### config.mk
export PLATFORM = sky130hd
export DESIGN_NAME = fetch_stage
export DESIGN_NICKNAME = d
export VERILOG_FILES = /design/src/rtl/fetch_pkg.sv /design/src/rtl/fetch_hold_buf.sv /design/src/rtl/fetch_stage.sv
export SDC_FILE = /design/constraint.sdc
export NUM_CORES = 1
export LEC_CHECK = 0
export ABC_AREA = 1
export BUFFER_PORTS_ARGS = -buffer_cell sky130_fd_sc_hd__buf_2
export CAP_MARGIN = 0
export CORE_AREA = 2 2 113 115
export DETAILED_ROUTE_END_ITERATION = 6
export DIE_AREA = 0 0 115 117
export PLACE_DENSITY = 0.72
export RECOVER_POWER = 50
export SYNTH_ARGS = -nofsm -noshare
export SYNTH_HDL_FRONTEND = slang
export SYNTH_HIERARCHICAL = 1
export SYNTH_SLANG_ARGS = --single-unit
### constraint.sdc
create_clock -name clk -period 1.8 [get_ports clk]
set_input_delay 0.27 -clock clk [delete_from_list [all_inputs] [get_ports clk]]
set_output_delay 0.27 -clock clk [all_outputs]
set_load 0.01 [all_outputs]
### src/rtl/fetch_pkg.sv
// Shared definitions for the instruction-fetch stage.
//   fetch_state_e  : fetch controller state (FETCH / HOLD / HALT)
//   WORD_W, PC_INC : datapath width and sequential PC step
//   DEF_*          : default values for the fetch_stage parameters
//   is_hlt()       : opcode match helper
package fetch_pkg;
  localparam int              WORD_W         = 16;
  localparam logic [WORD_W-1:0] PC_INC       = 16'd2;
  localparam logic [WORD_W-1:0] DEF_RESET_PC = 16'h0000;
  localparam logic [3:0]      DEF_HLT_OPCODE = 4'hF;

  typedef enum logic [1:0] {FETCH, HOLD, HALT} fetch_state_e;

  function automatic logic is_hlt(input logic [WORD_W-1:0] instr, input logic [3:0] op);
    return instr[WORD_W-1 -: 4] == op;
  endfunction
endpackage

### src/rtl/fetch_hold_buf.sv
// One-entry skid buffer for a fetched instruction that could not enter IF/ID.
//   load     : capture in_instr/in_pc_plus2 and mark valid
//   unload   : entry consumed, clear valid
//   flush    : discard the entry (wins over load/unload)
//   valid, instr, pc_plus2 : buffered entry
module fetch_hold_buf
  import fetch_pkg::*;
(
  input  logic              clk,
  input  logic              rst_n,
  input  logic              load,
  input  logic              unload,
  input  logic              flush,
  input  logic [WORD_W-1:0] in_instr,
  input  logic [WORD_W-1:0] in_pc_plus2,
  output logic              valid,
  output logic [WORD_W-1:0] instr,
  output logic [WORD_W-1:0] pc_plus2
);
  always_ff @(posedge clk) begin
    if (!rst_n) begin
      valid    <= 1'b0;
      instr    <= '0;
      pc_plus2 <= '0;
    end else if (flush) begin
      valid    <= 1'b0;
    end else if (load) begin
      valid    <= 1'b1;
      instr    <= in_instr;
      pc_plus2 <= in_pc_plus2;
    end else if (unload) begin
      valid    <= 1'b0;
    end
  end
endmodule

### src/rtl/fetch_stage.sv
// Instruction-fetch stage: owns the PC, drives the variable-latency imem
// handshake, presents instructions to IF/ID, absorbs stalls through a
// one-entry hold buffer, takes ID redirects and stops on HLT.
//   clk, rst_n             : clock, synchronous active-low reset
//   imem_req/addr/rdy/data : instruction memory handshake
//   stall                  : IF/ID must not advance
//   redirect, redirect_pc  : taken branch/jump from ID
//   if_valid/instr/pc_plus2: IF/ID output register
//   pc, hlt                : current fetch PC, halted flag
module fetch_stage
  import fetch_pkg::*;
#(
  parameter logic [WORD_W-1:0] RESET_PC   = DEF_RESET_PC,
  parameter logic [3:0]        HLT_OPCODE = DEF_HLT_OPCODE
) (
  input  logic              clk,
  input  logic              rst_n,
  output logic              imem_req,
  output logic [WORD_W-1:0] imem_addr,
  input  logic              imem_rdy,
  input  logic [WORD_W-1:0] imem_data,
  input  logic              stall,
  input  logic              redirect,
  input  logic [WORD_W-1:0] redirect_pc,
  output logic              if_valid,
  output logic [WORD_W-1:0] if_instr,
  output logic [WORD_W-1:0] if_pc_plus2,
  output logic [WORD_W-1:0] pc,
  output logic              hlt
);
  fetch_state_e      state;
  logic [WORD_W-1:0] req_addr;
  logic              drop;
  logic              out_open;
  logic              rsp_ok;
  logic              rsp_hlt;
  logic [WORD_W-1:0] rsp_pc2;
  logic              hb_load, hb_unload, hb_valid;
  logic [WORD_W-1:0] hb_instr, hb_pc2;

  // Request is forced low during the reset cycle so the memory sees no
  // request while it is being reset alongside us.
  assign imem_req  = rst_n && (state == FETCH);
  assign imem_addr = req_addr;
  assign out_open  = !stall || !if_valid;
  assign rsp_pc2   = req_addr + PC_INC;
  assign rsp_hlt   = is_hlt(imem_data, HLT_OPCODE);
  assign rsp_ok    = (state == FETCH) && imem_rdy && !drop && !redirect;
  assign hb_load   = rsp_ok && !out_open;
  assign hb_unload = !redirect && (state == HOLD) && hb_valid && !stall;

  fetch_hold_buf u_hold (
    .clk        (clk),
    .rst_n      (rst_n),
    .load       (hb_load),
    .unload     (hb_unload),
    .flush      (redirect),
    .in_instr   (imem_data),
    .in_pc_plus2(rsp_pc2),
    .valid      (hb_valid),
    .instr      (hb_instr),
    .pc_plus2   (hb_pc2)
  );

  always_ff @(posedge clk) begin
    if (!rst_n) begin
      state       <= FETCH;
      pc          <= RESET_PC;
      req_addr    <= RESET_PC;
      drop        <= 1'b0;
      if_valid    <= 1'b0;
      if_instr    <= '0;
      if_pc_plus2 <= '0;
      hlt         <= 1'b0;
    end else if (redirect) begin
      pc       <= redirect_pc;
      if_valid <= 1'b0;
      state    <= FETCH;
      hlt      <= 1'b0;
      // An in-flight request must finish at its old address; its response
      // is thrown away and only then does req_addr move to the new pc.
      if ((state == FETCH) && !imem_rdy) begin
        drop <= 1'b1;
      end else begin
        drop     <= 1'b0;
        req_addr <= redirect_pc;
      end
    end else begin
      case (state)
        FETCH: begin
          if (imem_rdy && drop) begin
            drop     <= 1'b0;
            req_addr <= pc;
            if (out_open) if_valid <= 1'b0;
          end else if (imem_rdy) begin
            if (out_open) begin
              if_valid    <= 1'b1;
              if_instr    <= imem_data;
              if_pc_plus2 <= rsp_pc2;
            end
            if (rsp_hlt) begin
              // pc/req_addr stay on the HLT address
              state <= out_open ? HALT : HOLD;
              hlt   <= out_open;
            end else begin
              pc       <= rsp_pc2;
              req_addr <= rsp_pc2;
              if (!out_open) state <= HOLD;
            end
          end else if (out_open) begin
            if_valid <= 1'b0;
          end
        end
        HOLD: begin
          // if_valid is 1 here, so the output opens only on !stall
          if (!stall) begin
            if_valid    <= 1'b1;
            if_instr    <= hb_instr;
            if_pc_plus2 <= hb_pc2;
            if (is_hlt(hb_instr, HLT_OPCODE)) begin
              state <= HALT;
              hlt   <= 1'b1;
            end else begin
              state <= FETCH;
            end
          end
        end
        HALT: begin
          if (out_open) if_valid <= 1'b0;
        end
        default: state <= FETCH;
      endcase
    end
  end
endmodule
After elaboration in Yosys (flattened, before gate mapping)
Index checks and enable logic that the tools add are counted.
- bits of input ports: 37
- logic and storage cells: 103
- output and inout bits: 67
- register bits after elaboration: 101
- add/sub/neg operators: 1
- eq/ne operators: 16
- mux-type cells: 43
- reduce and logical (&&, ||, !) cells: 30
- bitwise operators: 3
- operators with widths (operator ; number):
    16-bit 2-to-1 mux ; 17
    16-bit one-hot mux with 2 select lines ; 2
    16-bit by 2-bit adder with 16-bit output (second input constant) ; 1
    2-bit != test (second input constant) ; 8
    1-bit 2-to-1 mux ; 14
    2-bit 2-to-1 mux ; 7
    6-bit AND reduction ; 2
    4-bit equality test (second input constant) ; 2
    4-bit AND reduction ; 2
    2-bit nonzero test ; 4
    1-bit logical AND ; 7
    1-bit zero test ; 6
    2-bit one-hot mux with 3 select lines ; 1
    3-bit nonzero test ; 2
    5-bit AND reduction ; 1
    4-bit by 3-bit != test with 1-bit output (second input constant) ; 1
    2-bit AND reduction ; 2
    3-bit by 2-bit != test with 1-bit output (second input constant) ; 1
    3-bit != test (second input constant) ; 1
    1-bit inverter ; 3
    1-bit one-hot mux with 3 select lines ; 1
    3-bit AND reduction ; 1
    2-bit by 1-bit equality test with 1-bit output (second input constant) ; 1
    2-bit equality test (second input constant) ; 1
    5 further kinds ; 5

Depth between registers and ports, before layout
Gate-level depths: netlist of run 1.
- depth in word-level cells: 7
- depth in mapped cells: 12

Hierarchy
The synthesis of run 1 kept the hierarchy.
- modules (own cells, without submodules) (module ; cells an instance ; seq. area each (um^2) ; instances ; area each (um^2)):
    fetch_stage ; 652 ; 1381.3 ; 1 ; 4000.1
    fetch_hold_buf ; 214 ; 660.6 ; 1 ; 1423.9

Least setup slack after synthesis of run 1
No wires, ideal clock.
- path type: register to register
- from: register state[0]
- to: register if_instr[3]
- stages on the path, launching flop included: 9
- required time: 1.735 ns
- setup slack: 0.182 ns
- buffers on the path: 1
- arrival: 1.553 ns
- setup time: 0.065 ns
- path through: dfxtp_1 inv_1 ha_1 nand2_2 nand2_2 nor3_4 buf_6 nor2_1 nor2_1
- word-level cells in the longest chain between the ends: 3
- RTL lines (item ; line ; source):
    start, declared ; fetch_stage.sv:31 ; fetch_state_e state;
    start signal, assigned ; fetch_stage.sv:103 ; state <= out_open ? HALT : HOLD;
    2-bit by 1-bit equality test with 1-bit output / 2-bit zero test (equally long branches) ; fetch_stage.sv:89 ; case (state)
    2-bit != test (no line) / 2-bit nonzero test (equally long branches) ; - ;
    6-bit AND reduction (no line) ; - ;
    end signal, assigned ; fetch_stage.sv:98 ; if_instr <= imem_data;
    end signal, assigned ; fetch_stage.sv:118 ; if_instr <= hb_instr;
    end, declared ; fetch_stage.sv:26 ; output logic [WORD_W-1:0] if_instr,
Parallel ways exist; a longest one is shown, timed or not.
A chain may end at the register's enable or synchronous reset.

Worst setup path after layout of run 1
- from: register state[0]
- to: register if_pc_plus2[7]
- word-level cells in the longest chain between the ends: 3
- RTL lines (item ; line ; source):
    2-bit by 1-bit equality test with 1-bit output / 2-bit zero test (equally long branches) ; fetch_stage.sv:89 ;
    2-bit != test (no line) / 2-bit nonzero test (equally long branches) ; - ;
    6-bit AND reduction (no line) ; - ;
    end signal, assigned ; fetch_stage.sv:99 ; if_pc_plus2 <= rsp_pc2;
    end signal, assigned ; fetch_stage.sv:119 ; if_pc_plus2 <= hb_pc2;
    end, declared ; fetch_stage.sv:27 ; output logic [WORD_W-1:0] if_pc_plus2,
Parallel ways exist; a longest one is shown, timed or not.

==> results.json, run 1 <==
{
  "status": "finished clean",
  "ir_worst_vdd_mv": 0.4115,
  "drt_drc_violations_left": 0,
  "drv_slew": 0,
  "fin_tns_setup_ns": 0,
  "ant_nets": 0,
  "crit_required_ns": 2.04,
  "clockBufferDepth": 2,
  "die_x_um": 115,
  "worst_slew_pin_slew_ns": 0.4246,
  "finalHoldViolCount": 0,
  "max_freq_ghz": 0.5943,
  "die_h_um": 117,
  "ff_latch_area_um2": 2024,
  "power.total_mw": 5.299,
  "firstDrtPassIters": 5,
  "clock_latency_ns": 0.35,
  "area.growth.synth_to_final_pct": 19.93,
  "multi_input_area_um2": 2806,
  "antenna_cells": 0,
  "clock-root-buffer": "clkbuf_16",
  "syn_inst": 859,
  "start_util_pct": 43.69,
  "setup_viol": 0,
  "io_buffer_count": 103,
  "crit_fanout": 7,
  "path_cells": "inv_1 > ha_4 > nand2_1 > nand2_2 > nor3_4 > buf_12 > buf_12 > nand2_1 > nor2_1 > nor2_1",
  "cap_violations": 0,
  "wirelength_mm": 14.27,
  "startpoint_type": "flop",
  "arrival_ns": 1.92,
  "worst_hold_slack_ns": 0.2139,
  "core_um2": 12310,
  "p_leak_nw": 3.024,
  "syn_avg_cell_area_um2": 6.262,
  "clk_pin_slew_ns": 0.07,
  "min_period_ns": 1.683,
  "place_area_um2": 6137,
  "finalCritPeriodShare_pct": 93.47,
  "grt_overflow": 0,
  "slowest_stage": "dfxtp_2",
  "layout-drive-gt1-share_pct": 12.11,
  "rrSetupSlack_ns": 0.12,
  "rsz0062_at_grt": "false",
  "nFillCells": 1296,
  "clock_skew_ns": 0.006213,
  "viasPerCell": 4.803,
  "htree_levels": 3,
  "end_kind": "flop",
  "grt_pass1_wl_mm": 23.05,
  "std_cell_rows": 41,
  "grt_use_total_pct": 21.41,
  "cts_tree": "built",
  "final_cell_mix": "nand2_1, nor2_1, dfxtp_1, inv_1, nand3_1",
  "fp.dieArea_um2": 13460,
  "synth_area_um2": 5379,
  "hold_class": "in2reg",
  "vias": 5360,
  "layout.cells.non_filler": 1116,
  "io_pins": 104,
  "drtIter0Drc": 340,
  "cts_inserted_buffers": 9,
  "dp_hpwl_mm": 9.971,
  "finalNetCount": 1004,
  "synth_nets": 901,
  "final_common_cell": "nand2_1",
  "cts.sinks": 101,
  "synth_warnings": 6,
  "antenna_found_initial": 0,
  "powerDensity_nw_per_um2": 821.4,
  "relSlewSlack_pct": 71.60,
  "first_global_vias": 4781,
  "grt_max_degree": 44,
  "place_inst": 1098,
  "wl_per_cell_um": 12.78,
  "final_area_um2": 6451,
  "worstSetupPathType": "reg2reg",
  "max_stage_delay_ns": 0.39,
  "routabilityCongestion": 0.9295
}
[report_power, final]
| part | internal (mW) | switching, mW |
|---|---|---|
| Combinational | 0.341 | 0.565 |
| Sequential | 2.35 | 0.0888 |
| Clock | 1.07 | 0.877 |
| Total | 3.77 | 1.53 |
[routing by layer]
metal | part of all wire (%) | track usage [%] | vias to the layer above
met3 | 5.4 | 3.605 | 15
li1 | - | - | 2862
met1 | 49 | 29.34 | 2341
met2 | 45 | 34.90 | 142
met5 | 0 | 0 | -
met4 | 1.3 | 6.265 | 0
[area by class of cell]
type / count / area share, %
inverter: 90 / 5.237
clock inverter: 6 / 0.9697
tap: 150 / 2.909
clock buffer: 9 / 3.491
sequential: 101 / 31.38
multi-input combinational: 625 / 43.50
timing repair buffer: 135 / 12.51
[sequential cells by signal, summed over array words and instances (netlist names)]
| name | cells |
|---|---|
| drop | 1 |
| if_instr | 16 |
| pc | 16 |
| hlt | 1 |
| if_valid | 1 |
| u_hold/pc_plus2 | 16 |
| state | 2 |
| u_hold/instr | 16 |
| if_pc_plus2 | 16 |
| imem_addr | 16 |
[worst max-delay path, delay by kind of cell (launching register included)]
kind / cells / cell delay [ns]
simple gates: 6 / 0.64
flops: 1 / 0.39
buf+inv: 3 / 0.36
fa+ha+maj: 1 / 0.19
[what timing repair did]
action                     in CTS  in global routing
gates resized for setup         0                 11
hold buffers                    0                  0
setup endpoints to repair       0                 95
buffers inserted                0                  1
[worst paths after layout]
check | from | cells after the start | end
worst min-delay path | rst_n | 3 | u_hold/instr[12]$_SDFFE_PN0P_
worst max register to register | state[0]$_SDFFE_PP0P_ | 10 | if_pc_plus2[7]$_SDFFE_PN0P_
worst min register to register | if_instr[6]$_SDFFE_PN0P_ | 2 | if_instr[6]$_SDFFE_PN0P_
worst max-delay path | state[0]$_SDFFE_PP0P_ | 10 | if_pc_plus2[7]$_SDFFE_PN0P_
[metrics by stage]
step	utilization (%)	worst slack (ns)
global placement	49.85	0.1200
floorplan	-	0.1823
detailed placement	49.85	0.04079
CTS	52.19	0.02458
finish	52.40	0.1175
global route	52.40	0.01362
Power figures use the tool's default switching activity.
==> run 2: changes to the inputs <==
--- a/config.mk
+++ b/config.mk
@@ -11,7 +11,7 @@
 export CORE_AREA = 2 2 113 115
 export DETAILED_ROUTE_END_ITERATION = 6
 export DIE_AREA = 0 0 115 117
-export PLACE_DENSITY = 0.72
+export PLACE_DENSITY = 0.66
 export RECOVER_POWER = 50
 export SYNTH_ARGS = -nofsm -noshare
 export SYNTH_HDL_FRONTEND = slang
==> run 2 against run 1 <==
  * Clock skew is 0.0012 ns lower
  * Flip-flop and latch count unchanged
  * Register-to-register slack lost 0.02 ns
==> results.json, run 2 (synthesized netlist as in run 1, its figures left out) <==
{
  "cts_inserted_buffers": 9,
  "start_util_pct": 43.69,
  "cts.sinks": 101,
  "multi_input_area_um2": 2803,
  "rr_startpoint": "imem_addr[1]$_SDFFE_PN0P_",
  "place_inst": 1098,
  "clock_latency_ns": 0.34,
  "die_x_um": 115,
  "critPathBufInv": 3,
  "clk_pin_slew_ns": 0.07,
  "finalCritPeriodShare_pct": 94.86,
  "vias": 5321,
  "antenna_found_initial": 0,
  "power.total_mw": 5.468,
  "min_to": "pc[4]$_SDFFE_PN0P_",
  "ant_nets": 0,
  "drtIter0Drc": 397,
  "final_cell_mix": "nand2_1, nor2_1, dfxtp_1, inv_1, nand3_1",
  "setup_slack_ns": 0.09251,
  "worst_hold_slack_ns": 0.2351,
  "arrival_ns": 1.95,
  "clockBufferDepth": 2,
  "io_pins": 104,
  "drv_slew": 0,
  "wirelength_mm": 14.01,
  "cap_violations": 0,
  "p_leak_nw": 3.009,
  "grt_pass1_wl_mm": 22.80,
  "drt_drc_violations_left": 0,
  "end_kind": "flop",
  "startpoint_type": "flop",
  "nFillCells": 1329,
  "crit_required_ns": 2.04,
  "max_stage_delay_ns": 0.34,
  "grt_use_total_pct": 21.18,
  "wl_per_cell_um": 12.56,
  "finalNetCount": 1003,
  "layout-drive-gt1-share_pct": 12.22,
  "setup_viol": 0,
  "clock_skew_ns": 0.004998,
  "core_um2": 12310,
  "fp.dieArea_um2": 13460,
  "status": "finished clean",
  "final_common_cell": "nand2_1",
  "startpoint": "imem_addr[1]$_SDFFE_PN0P_",
  "firstDrtPassIters": 5,
  "relSlewSlack_pct": 69.38,
  "cts_tree": "built",
  "crit_fanout": 6,
  "grt_overflow": 0,
  "worstSetupPathType": "reg2reg",
  "layout.cells.non_filler": 1116,
  "min_path_cells": 3,
  "rr_worst_depth": 9,
  "reg2reg_to": "u_hold/pc_plus2[12]$_SDFFE_PN0P_",
  "ctsHoldBuffers": 0,
  "htree_levels": 3,
  "ff_latch_area_um2": 2023,
  "finalHoldViolCount": 0,
  "max_freq_ghz": 0.5857,
  "min_from": "redirect_pc[4]",
  "rrSetupSlack_ns": 0.09,
  "hold_class": "in2reg",
  "grt_max_degree": 43,
  "pre_cts_slack_ns": 0.04855,
  "path_cells": "buf_4 > inv_1 > nor2_1 > nand4_1 > and2_1 > inv_1 > nand3_1 > nand2_1 > nor2_1",
  "cp_top_family": "simple AND/OR/NAND/NOR gates",
  "viasPerCell": 4.768,
  "min_period_ns": 1.707,
  "worst_slew_pin_slew_ns": 0.4578,
  "area.growth.synth_to_final_pct": 19.38,
  "powerDensity_nw_per_um2": 851.6,
  "clock-root-buffer": "clkbuf_16",
  "antenna_cells": 0,
  "routabilityCongestion": 0.8761,
  "die_h_um": 117,
  "slowest_stage": "dfxtp_1",
  "dp_hpwl_mm": 9.921,
  "std_cell_rows": 41,
  "first_global_vias": 4783,
  "io_buffer_count": 103,
  "ir_worst_vdd_mv": 0.4302
}
-- run 2: cell types whose count changed in the layout (fill, tap and decap cells not counted), sizes merged --
cell	change
clkinvlp	+1
clkbuf	-3
bufinv	+1
clkinv	-2
buf	+3
-- run 2: cell type report --
type,instances,area share [%]
inverter,90,5.261
timing repair buffer,134,11.48
clock buffer,10,3.722
clock inverter,6,1.461
multi-input combinational,625,43.65
sequential,101,31.51
tap,150,2.923
-- run 2: worst min-delay path, cell delays in order --
cell	delay (ns)
buf_2	0.09
nand2_1	0.08
a31oi_1	0.08
-- run 2: through the flow --
| step | utilization [%] | setup TNS [ns] | area [µm²] |
|---|---|---|---|
| 3_5_place_dp | 49.54 | 0 | 6100 |
| 6_report | 52.15 | 0 | 6421 |
| 3_3_place_gp | 49.54 | 0 | 6100 |
| 2_1_floorplan | - | 0 | 5379 |
| 5_1_grt | 52.15 | -0.07510 | 6421 |
| 4_1_cts | 52.25 | 0 | 6432 |
-- run 2: how the worst max path moves through the flow --
stage / end / slack, ns / depth (start not counted)
6_report: u_hold/pc_plus2[12]$_SDFFE_PN0P_ / 0.09 / 9
5_1_grt: if_pc_plus2[0]$_SDFFE_PN0P_ / -0.02 / 10
4_1_cts: if_pc_plus2[15]$_SDFFE_PN0P_ / 0.03 / 9
3_5_place_dp: if_pc_plus2[15]$_SDFFE_PN0P_ / 0.05 / 9
3_3_place_gp: if_pc_plus2[14]$_SDFFE_PN0P_ / 0.1 / 9
2_1_floorplan: if_instr[3]$_SDFFE_PN0P_ / 0.18 / 8
-- run 2: power breakdown --
group / internal, mW / leakage [nW] / switching (mW)
clock network: 1.27 / 0.160 / 0.878
registers: 2.35 / 0.827 / 0.0883
logic: 0.323 / 2.02 / 0.556
total: 3.95 / 3.01 / 1.52
-- run 2: layer usage --
layer | vias up | wire (µm) | GRT usage, % | share of wire (%)
met1 | 2320 | 7041 | 30.63 | 50
li1 | 2857 | - | - | -
met4 | 0 | 173 | 5.944 | 1.2
met5 | - | 0 | 0 | 0
met3 | 14 | 713 | 3.090 | 5.1
met2 | 130 | 6086 | 33.02 | 43
-- run 2: repair_timing --
item,CTS,global route
setup buffers,0,1
gates resized for setup,0,9
endpoints found under the setup margin,0,77
